[src/rtl/mul_share_arbiter.sv]
// mul_share_arbiter
// Round-robin owner of one shared BW x BW modular multiplier. The winner's
// operands are latched on the grant edge, a one-cycle start pulse restarts the
// multiplier, and the product comes back with a per-requester done pulse. A
// watchdog turns a missing mul_valid into an err pulse so a requester never
// waits forever.
//
// Handshake: req[i] is a level held until done[i] or err[i] pulses. gnt is
// one-hot and registered from the grant edge through the RETIRE cycle.
// mul_valid is honoured only in WAIT. done/err are single-cycle pulses in
// RETIRE. result is valid while done is high and holds its value otherwise.
module mul_share_arbiter #(
    parameter int NREQ    = 2,
    parameter int BW      = 192,
    parameter int TIMEOUT = 1023
) (
    input  logic                 clk,
    input  logic                 rst,
    input  logic [NREQ-1:0]      req,
    input  logic [NREQ*BW-1:0]   op_a,
    input  logic [NREQ*BW-1:0]   op_b,
    output logic [NREQ-1:0]      gnt,
    output logic [NREQ-1:0]      done,
    output logic [NREQ-1:0]      err,
    output logic [BW-1:0]        result,
    output logic                 busy,
    output logic                 mul_start,
    output logic [BW-1:0]        mul_a,
    output logic [BW-1:0]        mul_b,
    input  logic [BW-1:0]        mul_prod,
    input  logic                 mul_valid,
    output logic [1:0]           state_dbg
);

    localparam int IW  = (NREQ > 1) ? $clog2(NREQ) : 1;
    localparam int WDW = 16;

    typedef enum logic [1:0] {
        S_IDLE   = 2'd0,
        S_ISSUE  = 2'd1,
        S_WAIT   = 2'd2,
        S_RETIRE = 2'd3
    } state_t;

    state_t            state_q, state_d;
    logic [IW-1:0]     ptr_q, ptr_d;
    logic [IW-1:0]     owner_q, owner_d;
    logic [NREQ-1:0]   gnt_q, gnt_d;
    logic [NREQ-1:0]   done_q, done_d;
    logic [NREQ-1:0]   err_q, err_d;
    logic [BW-1:0]     result_q, result_d;
    logic              mul_start_q, mul_start_d;
    logic [BW-1:0]     mul_a_q, mul_a_d;
    logic [BW-1:0]     mul_b_q, mul_b_d;
    logic [WDW-1:0]    wd_q, wd_d;

    logic              win_found;
    logic [IW-1:0]     win_idx;
    logic [IW:0]       cand;
    logic [BW-1:0]     sel_a, sel_b;
    logic [IW-1:0]     ptr_after_owner;

    // Search upward from the pointer; iterating downward lets the nearest hit win.
    always_comb begin
        win_found = 1'b0;
        win_idx   = '0;
        cand      = '0;
        for (int k = NREQ - 1; k >= 0; k--) begin
            cand = {1'b0, ptr_q} + (IW+1)'(k);
            if (cand >= (IW+1)'(NREQ)) begin
                cand = cand - (IW+1)'(NREQ);
            end
            if ((req & (NREQ'(1) << cand)) != '0) begin
                win_found = 1'b1;
                win_idx   = cand[IW-1:0];
            end
        end
    end

    // Pick the winner's operand slices for latching on the grant edge.
    always_comb begin
        sel_a = '0;
        sel_b = '0;
        for (int k = 0; k < NREQ; k++) begin
            if (win_idx == IW'(k)) begin
                sel_a = op_a[k*BW +: BW];
                sel_b = op_b[k*BW +: BW];
            end
        end
    end

    // Priority moves just past the owner that retired.
    always_comb begin
        if (owner_q == IW'(NREQ - 1)) begin
            ptr_after_owner = '0;
        end else begin
            ptr_after_owner = owner_q + IW'(1);
        end
    end

    // Next-state and registered-output logic for IDLE/ISSUE/WAIT/RETIRE.
    always_comb begin
        state_d     = state_q;
        ptr_d       = ptr_q;
        owner_d     = owner_q;
        gnt_d       = gnt_q;
        done_d      = '0;
        err_d       = '0;
        result_d    = result_q;
        mul_start_d = 1'b0;
        mul_a_d     = mul_a_q;
        mul_b_d     = mul_b_q;
        wd_d        = wd_q;

        unique case (state_q)
            S_IDLE: begin
                if (win_found) begin
                    gnt_d       = NREQ'(1) << win_idx;
                    owner_d     = win_idx;
                    mul_a_d     = sel_a;
                    mul_b_d     = sel_b;
                    // Registered, so the pulse is high exactly during ISSUE.
                    mul_start_d = 1'b1;
                    state_d     = S_ISSUE;
                end
            end
            S_ISSUE: begin
                wd_d    = '0;
                state_d = S_WAIT;
            end
            S_WAIT: begin
                wd_d = wd_q + WDW'(1);
                // A product landing on the timeout edge still counts as success.
                if (mul_valid) begin
                    result_d = mul_prod;
                    done_d   = gnt_q;
                    state_d  = S_RETIRE;
                end else if (wd_q == WDW'(TIMEOUT)) begin
                    err_d   = gnt_q;
                    state_d = S_RETIRE;
                end
            end
            S_RETIRE: begin
                gnt_d   = '0;
                ptr_d   = ptr_after_owner;
                state_d = S_IDLE;
            end
            default: begin
                gnt_d   = '0;
                state_d = S_IDLE;
            end
        endcase
    end

    // State and output registers; async reset returns everything to idle zeros.
    always_ff @(posedge clk or posedge rst) begin
        if (rst) begin
            state_q     <= S_IDLE;
            ptr_q       <= '0;
            owner_q     <= '0;
            gnt_q       <= '0;
            done_q      <= '0;
            err_q       <= '0;
            result_q    <= '0;
            mul_start_q <= 1'b0;
            mul_a_q     <= '0;
            mul_b_q     <= '0;
            wd_q        <= '0;
        end else begin
            state_q     <= state_d;
            ptr_q       <= ptr_d;
            owner_q     <= owner_d;
            gnt_q       <= gnt_d;
            done_q      <= done_d;
            err_q       <= err_d;
            result_q    <= result_d;
            mul_start_q <= mul_start_d;
            mul_a_q     <= mul_a_d;
            mul_b_q     <= mul_b_d;
            wd_q        <= wd_d;
        end
    end

    assign gnt       = gnt_q;
    assign done      = done_q;
    assign err       = err_q;
    assign result    = result_q;
    assign busy      = (state_q != S_IDLE);
    assign mul_start = mul_start_q;
    assign mul_a     = mul_a_q;
    assign mul_b     = mul_b_q;
    assign state_dbg = state_q;

endmodule
[config.mk]
export PLATFORM = sky130hd
export DESIGN_NAME = mul_share_arbiter
export DESIGN_NICKNAME = d
export VERILOG_FILES = /design/src/rtl/mul_share_arbiter.sv
export SDC_FILE = /design/constraint.sdc
export NUM_CORES = 1
export LEC_CHECK = 0
export ABC_AREA = 1
export CAP_MARGIN = 20
export CELL_PAD_IN_SITES_DETAIL_PLACEMENT = 1
export CELL_PAD_IN_SITES_GLOBAL_PLACEMENT = 2
export CORE_AREA = 4 4 603 605
export CTS_BUF_LIST = sky130_fd_sc_hd__clkbuf_16
export DETAILED_ROUTE_END_ITERATION = 12
export DIE_AREA = 0 0 607 609
export PLACE_DENSITY = 0.48
export SLEW_MARGIN = 20
export SYNTH_ARGS = -nofsm -noshare
export SYNTH_HDL_FRONTEND = slang
export SYNTH_SLANG_ARGS = --single-unit
export TNS_END_PERCENT = 10
[constraint.sdc]
create_clock -name clk -period 39.6 [get_ports clk]
set_input_delay 7.92 -clock clk [delete_from_list [all_inputs] [get_ports clk]]
set_output_delay 7.92 -clock clk [all_outputs]
set_load 0.1 [all_outputs]
* Word-level counts from Yosys, hierarchy flattened
Index checks and enable logic that the tools add are counted.
** Word-level totals
- Flip-flop bits (word level) :: 603
** Operators by class
- Add/subtract/negate cells :: 5
- $lt $le $gt $ge :: 2
- Eq/ne operators :: 6
- Shift operators :: 3
- Mux-type cells :: 23
- Bitwise operators :: 2
- Reduce and logical (&&, ||, !) cells :: 10
** Operators by type and width (count)
- 2-to-1 mux 192 bit :: 2
- one-hot mux 16 bit (2 select lines) :: 1
- 2-to-1 mux 2 bit :: 11
- adder 16 x 1 -> 16 bit, second input constant :: 1
- equality test 16 x 10 -> 1 bit, second input constant :: 1
- nonzero test 2 bit :: 5
- one-hot mux 2 bit (4 select lines) :: 1
- AND reduction 2 bit :: 4
- 2-to-1 mux 1 bit :: 7
- AND 2 bit :: 2
- equality test 2 bit, second input constant :: 2
- one-hot mux 2 bit (2 select lines) :: 1
- << shifter 1 x 2 -> 2 bit, first input constant :: 2
- != test 3 bit, second input constant :: 1
- adder 1 x 1 -> 2 bit, second input constant :: 1
- equality test 2 x 1 -> 1 bit, second input constant :: 1
- >= comparator 1 x 2 -> 1 bit, second input constant :: 1
- >= comparator 2 bit, second input constant :: 1
- logical NOT 2 bit :: 1
- != test 2 bit, second input constant :: 1
- << shifter 1 x 1 -> 2 bit, first input constant :: 1
- subtractor 1 x 2 -> 2 bit, second input constant :: 1
- subtractor 2 bit, second input constant :: 1
- adder 1 bit, second input constant :: 1

* Longest topological paths before layout
- Word-level depth :: 11
- Mapped depth :: 9
- Gate-level depth less buffers :: 9

* Worst setup path after synthesis
Ideal clock, no wire load.
- Path kind :: reg-to-output
- Start :: register state_q[0] (netlist: state_dbg[0])
- End :: output busy
- Arrival :: 2.030 ns
- Data required time :: 31.680 ns
- Path slack :: 29.650 ns
- Stages on the path, launching flop included :: 4
- Buffers on the path :: 0
- Cell sequence :: dfrtp_1 > inv_1 > ha_1 > inv_1
** On the way
- Cells in the longest elaborated chain, start to end :: 1
** Ends and longest elaborated chain
- start: declaration :: RTL line 45 : state_t state_q, state_d;
- start signal: assignment :: RTL line 170 : state_q <= state_d;
- nonzero test 2 bit :: RTL line 188 : assign busy = (state_q != S_IDLE);
- end: declaration :: RTL line 26 : output logic busy,
Every way passes these cells.

* Worst setup path after layout
Ends and elaborated chain as after synthesis.

==> results.md <==
- The flow ran to the end, and the final reports show no timing, DRC or antenna violations.
- The data required time at the worst endpoint is 31.68 ns.
- By area the synthesized netlist is led by dfrtp_1 59%, a21oi_1 15%, mux2_2 8.5%, nand2_1 6.3%, nor2_1 6.2%.
- In the routed design, unresolved DRC markers number 0.
- The largest vdd supply drop is 0.00009918 V.
- The worst clock skew is ~0.066 ns.
- The count of endpoints failing hold in the final timing report is 0.
- In the synthesized netlist the async set-or-reset flop fraction comes to 100.0%.
- At the pin with the least slew margin, the transition time is approximately 1.2 ns.
- Dividing the detail-routed wire length by the instance count gives between 30 and 40 um.
- After clock tree synthesis, the setup repair step added 0 buffers.
- The clock share of power is 13.6%.
- The number of hold buffers added after CTS was 0.
- The final global-route overflow total is 0.
- Combinational logic burns around two thirds of the power.
- The die extent in y is about 600 um.
- The buffer depth of the longest clock path is 4.
- Entering global routing, the biggest net connects 118 pins.
- Dividing the detail-routed via count by the number of cells gives slightly above 3.
- The tool flagged a number of max-cap violations equal to 0.
- The count of nets left with antenna violations once routing finished came out at 0.
- In this run the worst path has a maximum fanout of 5.
- Summing all flip-flop and latch instances after layout gives 15090 um^2.
- Input and output buffers added on the ports amount to 1550.
- The number of cells upsized or downsized after cts is 0.
- The worst setup path category is reg2out.
- The number of buffer and inverter stages on the critical path is 3.
- For the final routed database, the setup TNS stands at 0 ns.
- The first detailed-routing pass took 5 iterations.
- The post-route minimum period is 10.94 ns.
- The total CTS buffers is 94.
- The critical path's most frequent cell is inv_1.
- Synthesis instantiated 19 different standard cells from the library.
- a21oi_1 is the most common cell in the netlist.
- The power density relative to cell area is 120.8 nW/um^2.
- Detailed placement finished with a half-perimeter wire length of 232.2 mm.
- The final wirelength is 274.3 mm.
- Measured along the x axis, the die boundary spans 607 um.
- The top-level I/O count is around 1600.
- The clock sink count is 603.
- The nature of the critical path startpoint is a flop.
- The synthesized instance count is about 2700.
- The total area inside the core boundary comes to between 300000 and 400000 um^2.
- The min-delay analysis places its worst path in the category reg2reg.
- In this run, synthesis produced a sequential element count of approximately 600.
- The highest metal layer with signal wires is met5.
- Walking the worst path, the cells encountered are inv_1 > ha_1 > inv_1 > clkdlybuf4s50_1.
- Measured against its own limit, the worst slew margin works out to 20.55%.
- Summing every instance area after synthesis gives 25520 um^2.
- The die covers approximately 370000 um^2.
- For the worst-skew pair, the clock arrives at the later sink with an insertion delay of 0.84 ns.
- TritonCTS built the clock tree.
- The net count of the mapped netlist is 3646.
- The initial utilization of the core area, before any placement, comes to 7.127%.
- The final-layout fill cell count is 41810.
- The switching power share of the total is 62.99%.
- The number of antenna violations at the first check in global routing is 238.
- The first routing iteration left 1324 violations.
- The cell at the root of the clock tree is clkbuf_16.
- The ratio of cells with drive above 1 in the final layout is 11.72%.
- Data arrives at the worst endpoint at 3.02 ns.
- The routed length on met1 is 97.51 mm.
- After layout, the worst path uses 27.62% of the clock period.
- The number of placed instances, taps included, is 8844.
- The net switching power of the design is 3.733 mW.
- The number of standard cells in the layout, taps in and fillers out is 9052.
- The internal power component is 2.193 mW.
- The slowest stage cell on the critical path is clkdlybuf4s50_1.
- The wire length on met3 is 27.45 mm.
- Setup repair after global routing left no endpoint under its margin.
- The cell leakage power is 18.51 nW.
- The max-slew violation total from the final report was 0.
- The kind of end point of the critical path is a primary output.
- The number of standard-cell rows in the floorplan is 220.
- After clock tree synthesis, the clock-pin slew on the worst setup and hold paths is 0.06 ns.
- The count of flip-flops with a built-in enable after synthesis is 0.
- Sorting the synthesized cells by how often they occur yields 778 x a21oi_1, 603 x dfrtp_1, 426 x nand2_1, 420 x nor2_1, 192 x mux2_2.
- The routed length on met2 is ~140 mm.
- Per report_power, the sequential group accounts for around a fifth of the total.
- In the final layout, the multi-input gates occupy 9518 um^2.
- The first global-routing pass estimated 344.0 mm of wire.
- The cell family with the largest share of critical-path delay is buffers and inverters.
- The share of synthesized area in the top cell type comes to 59.12%.
- The total power of the final layout is 5.926 mW.
- The maximum clock rate is 0.09143 GHz.
- The number of global-route vias before repair is 30060.
- The average footprint of a synthesized cell is 9.538 um^2.
- Yosys printed 0 warnings.
- The number of nets in the final layout is 5137.
- From synthesis to final layout, the design area changed by 92.22%.
- The last weighted congestion value of the routability-driven placer is 0.9411.
- In the synthesized netlist the dominant register cell turns out to be dfrtp_1.
- After synthesis, flip-flops and latches occupy around three fifths of the total area.
- The worst stage delay on the critical path is 1.18 ns.
- The deepest level of the CTS H-tree is 3.
- The cell accounting for the most synthesized area is dfrtp_1.
- Global routing consumed, over all layers together, 14.24% of the routing resources.
- Setup violations remaining at the end of the flow were counted as 0.
- The total number of vias is 28110.
==> per-stage QoR <==
stage	cell area (um^2)	worst slack, ns	util, %	hold WS [ns]
after floorplan	25520	14.80	-	0.4366
after global placement	46180	27.48	12.89	0.4500
after detailed placement	46170	27.48	12.89	0.4588
after CTS	49000	28.40	13.68	0.4675
after global routing	48960	28.26	13.67	0.4910
final	49060	28.66	13.70	0.4645
==> per-layer routing <==
metal  GRT usage (%)  vias up
met5               0        -
met4           3.845       80
met3           6.363      528
met2           25.80     1329
met1           14.75    14130
li1                -    12040
==> registers in the layout, indices dropped and copies added, names as in the netlist <==
name,count
mul_b,192
wd_q,16
ptr_q,1
err,2
gnt,2
mul_start,1
mul_a,192
owner_q,1
result,192
state_dbg,2
done,2
==> kinds of logic (layout without fill, tap and decap cells) <==
kind of cell,count (synthesis),in the layout,synth area share (%)
adders and majority gates,5,5,0.2451
and+or+nand+nor,871,871,12.96
DFF,603,603,59.12
muxes,192,192,8.471
buffers and inverters,215,1772,3.677
other,0,46,0
AOI/OAI and AO/OA,790,790,15.53
==> cell type report <==
| type | count | area share [%] |
|---|---|---|
| Clock inverter | 67 | 0.9207 |
| Multi-Input combinational cell | 1858 | 19.40 |
| Timing Repair Buffer | 1586 | 31.44 |
| Sequential cell | 603 | 30.76 |
| Clock buffer | 95 | 4.846 |
| Tap cell | 4773 | 12.17 |
| Antenna cell | 46 | 0.2346 |
| Inverter | 24 | 0.2295 |
==> power by group through the flow <==
| stage | clock network, mW | registers (mW) | logic [mW] |
|---|---|---|---|
| global placement | 0 | 1.14 | 4.03 |
| global route | 0.870 | 1.18 | 4.11 |
| detailed placement | 0 | 1.15 | 4.04 |
| floorplan | 0 | 3.26 | 0.569 |
| CTS | 0.852 | 1.15 | 4.05 |
| finish | 0.808 | 1.14 | 3.98 |
==> path summary, 6_finish.rpt <==
path	slack, ns	end	start	depth (start not counted)
min in group asynchronous	7.56	mul_a[115]	rst	2
hold reg to reg	0.46	ptr_q	owner_q	1
hold / removal	0.46	ptr_q	owner_q	1
max in group asynchronous	28.77	wd_q[8]	rst	5
setup reg to reg	35.36	result[83]	state_dbg[0]	7
setup / recovery	28.66	busy	state_dbg[0]	4
==> placed cells by master, fill, tap and decap left out, drive strengths merged, types with 4 or more instances in the layout <==
cell type / count
dfrtp: 603
buf: 180
clkdlybuf4s50: 1405
inv: 54
a21oi: 778
mux2: 192
ha: 5
bufinv: 5
clkbuf: 96
nand3: 14
clkinv: 31
nor3: 5
o21ai: 11
nor2: 420
diode: 46
nand2: 426
nand4: 4
No activity file was read; power rests on OpenSTA's default activity.
